<file path="src/rtl/uart_transceiver.sv">
// Full-duplex 8N1 UART: frame-timed transmitter and a 16x oversampling
// receiver that share one clock domain.
module uart_transceiver #(
    parameter int CLK_FREQ = 50_000_000,
    parameter int BAUD     = 115200
) (
    input  logic       clk_50m,
    input  logic       rst_n,
    input  logic [7:0] data_in,
    input  logic       wr_en,
    output logic       Tx,
    output logic       Tx_busy,
    input  logic       Rx,
    output logic       ready,
    input  logic       ready_clr,
    output logic [7:0] data_out
);

    localparam int TX_DIV = CLK_FREQ / BAUD;
    localparam int RX_DIV = CLK_FREQ / (16 * BAUD);
    localparam int TXW    = $clog2(TX_DIV + 1);
    localparam int RXW    = $clog2(RX_DIV + 1);
    localparam logic [TXW-1:0] TX_LAST = TXW'(TX_DIV - 1);
    localparam logic [RXW-1:0] RX_LAST = RXW'(RX_DIV - 1);

    typedef enum logic [1:0] {
        TX_IDLE,
        TX_START,
        TX_DATA,
        TX_STOP
    } tx_state_t;

    typedef enum logic [1:0] {
        RX_IDLE,
        RX_START,
        RX_DATA,
        RX_STOP
    } rx_state_t;

    tx_state_t      r_tx_state;
    tx_state_t      w_tx_next;
    logic [TXW-1:0] r_tx_cnt;
    logic [TXW-1:0] w_tx_cnt_nx;
    logic [2:0]     r_tx_bit;
    logic [2:0]     w_tx_bit_nx;
    logic [7:0]     r_tx_shift;
    logic [7:0]     w_tx_shift_nx;
    logic           w_tx_end;

    assign w_tx_end = (r_tx_cnt == TX_LAST);

    always_ff @(posedge clk_50m or negedge rst_n) begin
        if (!rst_n) begin
            r_tx_state <= TX_IDLE;
            r_tx_cnt   <= '0;
            r_tx_bit   <= '0;
            r_tx_shift <= '0;
        end else begin
            r_tx_state <= w_tx_next;
            r_tx_cnt   <= w_tx_cnt_nx;
            r_tx_bit   <= w_tx_bit_nx;
            r_tx_shift <= w_tx_shift_nx;
        end
    end

    always_comb begin
        w_tx_next     = r_tx_state;
        w_tx_cnt_nx   = r_tx_cnt + TXW'(1);
        w_tx_bit_nx   = r_tx_bit;
        w_tx_shift_nx = r_tx_shift;
        unique case (r_tx_state)
            TX_IDLE: begin
                w_tx_cnt_nx = '0;
                if (wr_en) begin
                    w_tx_shift_nx = data_in;
                    w_tx_bit_nx   = '0;
                    w_tx_next     = TX_START;
                end
            end
            TX_START: begin
                if (w_tx_end) begin
                    w_tx_cnt_nx = '0;
                    w_tx_next   = TX_DATA;
                end
            end
            TX_DATA: begin
                if (w_tx_end) begin
                    w_tx_cnt_nx   = '0;
                    w_tx_shift_nx = {1'b0, r_tx_shift[7:1]};
                    w_tx_bit_nx   = r_tx_bit + 3'd1;
                    if (r_tx_bit == 3'd7)
                        w_tx_next = TX_STOP;
                end
            end
            TX_STOP: begin
                if (w_tx_end) begin
                    w_tx_cnt_nx = '0;
                    w_tx_next   = TX_IDLE;
                end
            end
            default: w_tx_next = TX_IDLE;
        endcase
    end

    // Line level decodes straight from registered state so reset forces idle-high at once
    always_comb begin
        Tx = 1'b1;
        unique case (r_tx_state)
            TX_IDLE:  Tx = 1'b1;
            TX_START: Tx = 1'b0;
            TX_DATA:  Tx = r_tx_shift[0];
            TX_STOP:  Tx = 1'b1;
            default:  Tx = 1'b1;
        endcase
    end

    assign Tx_busy = (r_tx_state != TX_IDLE);

    logic           r_rx_meta;
    logic           r_rx_sync;
    logic [RXW-1:0] r_rx_div;
    logic           w_rx_tick;
    rx_state_t      r_rx_state;
    rx_state_t      w_rx_next;
    logic [3:0]     r_rx_tcnt;
    logic [3:0]     w_rx_tcnt_nx;
    logic [2:0]     r_rx_bit;
    logic [2:0]     w_rx_bit_nx;
    logic [7:0]     r_rx_shift;
    logic [7:0]     w_rx_shift_nx;
    logic           w_rx_load;
    logic           r_ready;
    logic [7:0]     r_data_out;

    assign w_rx_tick = (r_rx_div == RX_LAST);

    always_ff @(posedge clk_50m or negedge rst_n) begin
        if (!rst_n) begin
            r_rx_meta <= 1'b1;
            r_rx_sync <= 1'b1;
            r_rx_div  <= '0;
        end else begin
            r_rx_meta <= Rx;
            r_rx_sync <= r_rx_meta;
            r_rx_div  <= w_rx_tick ? '0 : r_rx_div + RXW'(1);
        end
    end

    always_ff @(posedge clk_50m or negedge rst_n) begin
        if (!rst_n) begin
            r_rx_state <= RX_IDLE;
            r_rx_tcnt  <= '0;
            r_rx_bit   <= '0;
            r_rx_shift <= '0;
        end else begin
            r_rx_state <= w_rx_next;
            r_rx_tcnt  <= w_rx_tcnt_nx;
            r_rx_bit   <= w_rx_bit_nx;
            r_rx_shift <= w_rx_shift_nx;
        end
    end

    always_comb begin
        w_rx_next     = r_rx_state;
        w_rx_tcnt_nx  = r_rx_tcnt;
        w_rx_bit_nx   = r_rx_bit;
        w_rx_shift_nx = r_rx_shift;
        w_rx_load     = 1'b0;
        unique case (r_rx_state)
            RX_IDLE: begin
                if (!r_rx_sync) begin
                    w_rx_tcnt_nx = '0;
                    w_rx_next    = RX_START;
                end
            end
            RX_START: begin
                if (w_rx_tick) begin
                    if (r_rx_tcnt == 4'd7) begin
                        w_rx_tcnt_nx = '0;
                        w_rx_bit_nx  = '0;
                        w_rx_next    = r_rx_sync ? RX_IDLE : RX_DATA;
                    end else begin
                        w_rx_tcnt_nx = r_rx_tcnt + 4'd1;
                    end
                end
            end
            RX_DATA: begin
                if (w_rx_tick) begin
                    if (r_rx_tcnt == 4'd15) begin
                        w_rx_tcnt_nx  = '0;
                        w_rx_shift_nx = {r_rx_sync, r_rx_shift[7:1]};
                        w_rx_bit_nx   = r_rx_bit + 3'd1;
                        if (r_rx_bit == 3'd7)
                            w_rx_next = RX_STOP;
                    end else begin
                        w_rx_tcnt_nx = r_rx_tcnt + 4'd1;
                    end
                end
            end
            RX_STOP: begin
                if (w_rx_tick) begin
                    if (r_rx_tcnt == 4'd15) begin
                        w_rx_tcnt_nx = '0;
                        w_rx_load    = r_rx_sync;
                        w_rx_next    = RX_IDLE;
                    end else begin
                        w_rx_tcnt_nx = r_rx_tcnt + 4'd1;
                    end
                end
            end
            default: w_rx_next = RX_IDLE;
        endcase
    end

    // A completing byte outranks a simultaneous clear
    always_ff @(posedge clk_50m or negedge rst_n) begin
        if (!rst_n) begin
            r_ready    <= 1'b0;
            r_data_out <= 8'h00;
        end else begin
            if (w_rx_load) begin
                r_ready    <= 1'b1;
                r_data_out <= r_rx_shift;
            end else if (ready_clr) begin
                r_ready    <= 1'b0;
            end
        end
    end

    assign ready    = r_ready;
    assign data_out = r_data_out;

endmodule

</file>
<file path="config.mk">
export PLATFORM = sky130hd
export DESIGN_NAME = uart_transceiver
export DESIGN_NICKNAME = d
export VERILOG_FILES = /design/src/rtl/uart_transceiver.sv
export SDC_FILE = /design/constraint.sdc
export NUM_CORES = 1
export LEC_CHECK = 0
export BUFFER_PORTS_ARGS = -buffer_cell sky130_fd_sc_hd__buf_2
export CAP_MARGIN = 5
export CORE_MARGIN = 1
export CORE_UTILIZATION = 59
export CTS_CLUSTER_DIAMETER = 50
export DETAILED_ROUTE_END_ITERATION = 8
export GPL_TIMING_DRIVEN = 0
export PLACE_DENSITY = 0.9
export RECOVER_POWER = 25
export SLEW_MARGIN = 25
export SYNTH_ARGS = -nofsm -noshare
export SYNTH_HDL_FRONTEND = slang
export SYNTH_SLANG_ARGS = --single-unit
</file>
<file path="constraint.sdc">
create_clock -name clk_50m -period 2.4 [get_ports clk_50m]
set_input_delay 0.12 -clock clk_50m [delete_from_list [all_inputs] [get_ports clk_50m]]
set_output_delay 0.12 -clock clk_50m [all_outputs]
set_load 0.01 [all_outputs]
</file>
==> impl_metrics.tcl <==
set metrics [dict create \
    synth_edf_count 0 \
    startpoint "r_tx_state[0]" \
    die_x_um 70.3 \
    place_hpwl_um 3200 \
    clock_sinks 55 \
    yosys.area_share.adder_pct 6.82 \
    ioPinCount 24 \
    yosysMostFrequentCell "dfrtp_1" \
    track_usage_pct 20.8 \
    power_mw 2.61 \
    post_cts_resized 0 \
    antenna_found_initial 0 \
    final.setup_skew_ns 0.00641 \
    numCtsBuffers 5 \
    wirelength_um 4770 \
    synthXorXnorAreaFrac_pct 3.50 \
    synth_area_leaders "dfrtp_1 (48%), mux2_2 (9.0%), ha_1 (6.8%)" \
    synth_area_per_cell_um2 11.6 \
    setup_viol 0 \
    drv_slew 0 \
    diodes 0 \
    insertion_delay_ns 0.32 \
    fin_nets 299 \
    ys_seq_elements 55 \
    gp_congestion 0.799 \
    drt_iter0_drc 95 \
    final_layout_size_suffix_gt1_share_pct 26.1 \
    yosysUniqueCellTypes 50 \
    hold_depth 3 \
    drv_cap 0 \
    synth_flop_cell "dfrtp_1" \
    grt_max_degree 56 \
    crit_chain "inv_1 > ha_1 > buf_2 > clkbuf_1 > nand2_1 > a21oi_1 > buf_2" \
    min_path_type "primary input to flop" \
    cp_max_fo 10 \
    synth_compound_area_share_pct 8.73 \
    worstHoldStart "data_in[4]" \
    cp.required_ns 2.28 \
    die_y_um 70.3 \
    slowest_delay_ns 0.42 \
    synthCells 238 \
    post_drt_via_cell_ratio 5.81 \
    cp_num_cells 7 \
    antenna_left 0 \
    portBuffers 23 \
    ys_seq_area_share_pct 50.1 \
    critPathLaunchType "flop" \
    stdcell_area_um2 3070 \
    core-area_um2 4410 \
    dp_cells 313 \
    syn-num-nets 266 \
    synth.top_cells.by_count "dfrtp_1 (53), mux2_2 (22), nor2_1 (20), ha_1 (15), inv_1 (15)" \
    die-area_um2 4940 \
    status "finished clean" \
    synth_top_family_by_area "simple AND/OR/NAND/NOR gates" \
    grt_pass1_vias 1857 \
    rsz0062_at_grt "false" \
    ir_drop_mv 0.732 \
    wire_per_inst_um 14.7 \
    power_leakage_nw 1.44 \
    finish.utilization_pct 69.6 \
    drt-pass1-iter-count 4 \
    post_cts.repair.setup_buffers 0 \
    fin_crit_sh_pct 89.5 \
    r2r_start "r_tx_state[0]" \
    crit_family "buffers and inverters" \
    start_util_pct 62.3 \
    synth_mux_area_share_pct 12.8 \
    htreeDepth 2 \
    timing.final.hold_violations 0 \
    period_needed_ns 2.15 \
    cts.clk_slew.worst_paths_ns 0.10 \
    crit_top_cell "buf_2" \
    fp-row-count 24 \
    area_delta_synth_final_pct 11.7 \
    grt_pass1_wl_um 8050 \
    cp.arrival_ns 2.03 \
    fmax_ghz 0.465 \
    cp_slowest_cell "dfrtp_1" \
    drc 0 \
    critPathKind "flop to output port" \
    synth_area_um2 2750 \
    synthArstFlopShare_pct 100 \
    yosys_warnings 0 \
    grt_overflow_total 0 \
    slew-limit-headroom_pct 10.5 \
    fin_cells 324 \
    cts-hold-fix-buffers 3 \
    cts.root.buffer_cell "clkbuf_8" \
    place_ws_ns 0.301 \
    final.setup.worst_slack_ns 0.251 \
    tightest_slew_ns 1.34 \
    synth_top_area_cell "dfrtp_1" \
    synth_top_area_share_pct 48.2 \
    synth-simple-area-share_pct 14.0 \
    whs_ns 0.151 \
    reg2reg_depth 7 \
    timing.setup.tns_ns 0 \
    num_vias 1884 \
    cts_max_path_buffers 2 \
    dpl-instance-area_um2 2930 \
    end_kind "output port" \
    cts_tree "done" \
    critPathBufInv 4 \
    power_density_nw_per_um2 849 \
]
[cell families after synthesis]
group	Yosys count
and+or+nand+nor	70
DFF	55
AOI/OAI and AO/OA	33
muxes	29
buffers and inverters	25
adders and majority gates	15
xor gates and xnor gates	11
[sequential cells by signal, indices dropped and copies added, names as in the netlist, named ones only]
name	count
r_tx_cnt	9
r_tx_state	2
r_rx_tcnt	4
r_rx_meta	1
data_out	8
r_tx_bit	3
r_rx_sync	1
ready	1
r_tx_shift	8
r_rx_shift	8
r_rx_bit	3
r_rx_state	1
r_rx_div	5
[power breakdown]
group | switching [mW] | internal (mW)
clock | 0.305 | 0.338
sequential | 0.0880 | 1.05
combinational | 0.391 | 0.440
[worst reg2reg max path: stages (launching register included)]
cell and delay [ns]:
dfrtp_1 0.41, inv_1 0.11, ha_1 0.20, buf_2 0.19, o21ai_0 0.48, a21o_1 0.15, buf_6 0.16, mux2_4 0.31
[layout by cell type (no fill, tap or decap), types with 2 or more instances in the layout]
master,count
a21oi_1,6
nand2b_1,2
dfstp_2,2
inv_1,15
nor2_1,20
nor3_1,5
ha_1,15
o221a_2,2
dlygate4sd3_1,3
clkbuf_1,9
mux2_4,7
o21ai_0,7
nand4b_1,2
xnor2_1,7
nand2_1,13
mux2_2,22
nand3_1,11
xor2_1,4
buf_2,21
dfrtp_1,53
clkbuf_8,6
nand4_1,4
o31ai_1,4
[layout make-up]
type                    count  area [um2]
inverters                  15        56.3
well taps                  52        65.1
fillers                   304        1340
clock inverters             2        35.0
flip-flops and latches     55        1380
multi-input cells         158        1260
clock buffers               6        82.6
repair buffers             26         139
plain buffers              10        53.8
[routing by layer]
metal / track usage, % / vias up / part of all wire [%]
li1: - / 901 / -
met3: 5.77 / 6 / 3.1
met4: 6.89 / 0 / 1.3
met2: 34.1 / 28 / 51
met5: 0 / - / 0
met1: 26.7 / 949 / 44
[path summary, 6_finish.rpt]
| check | to | slack [ns] |
|---|---|---|
| max in group asynchronous | data_out[5] | 0.96 |
| setup reg to reg | r_tx_shift[6] | 0.29 |
| hold reg to reg | r_rx_sync | 0.36 |
| hold / removal | r_tx_shift[4] | 0.15 |
| setup / recovery | Tx | 0.25 |
| min in group asynchronous | r_rx_div[4] | 0.62 |
Note: power is estimated with default switching activity, not from simulation.
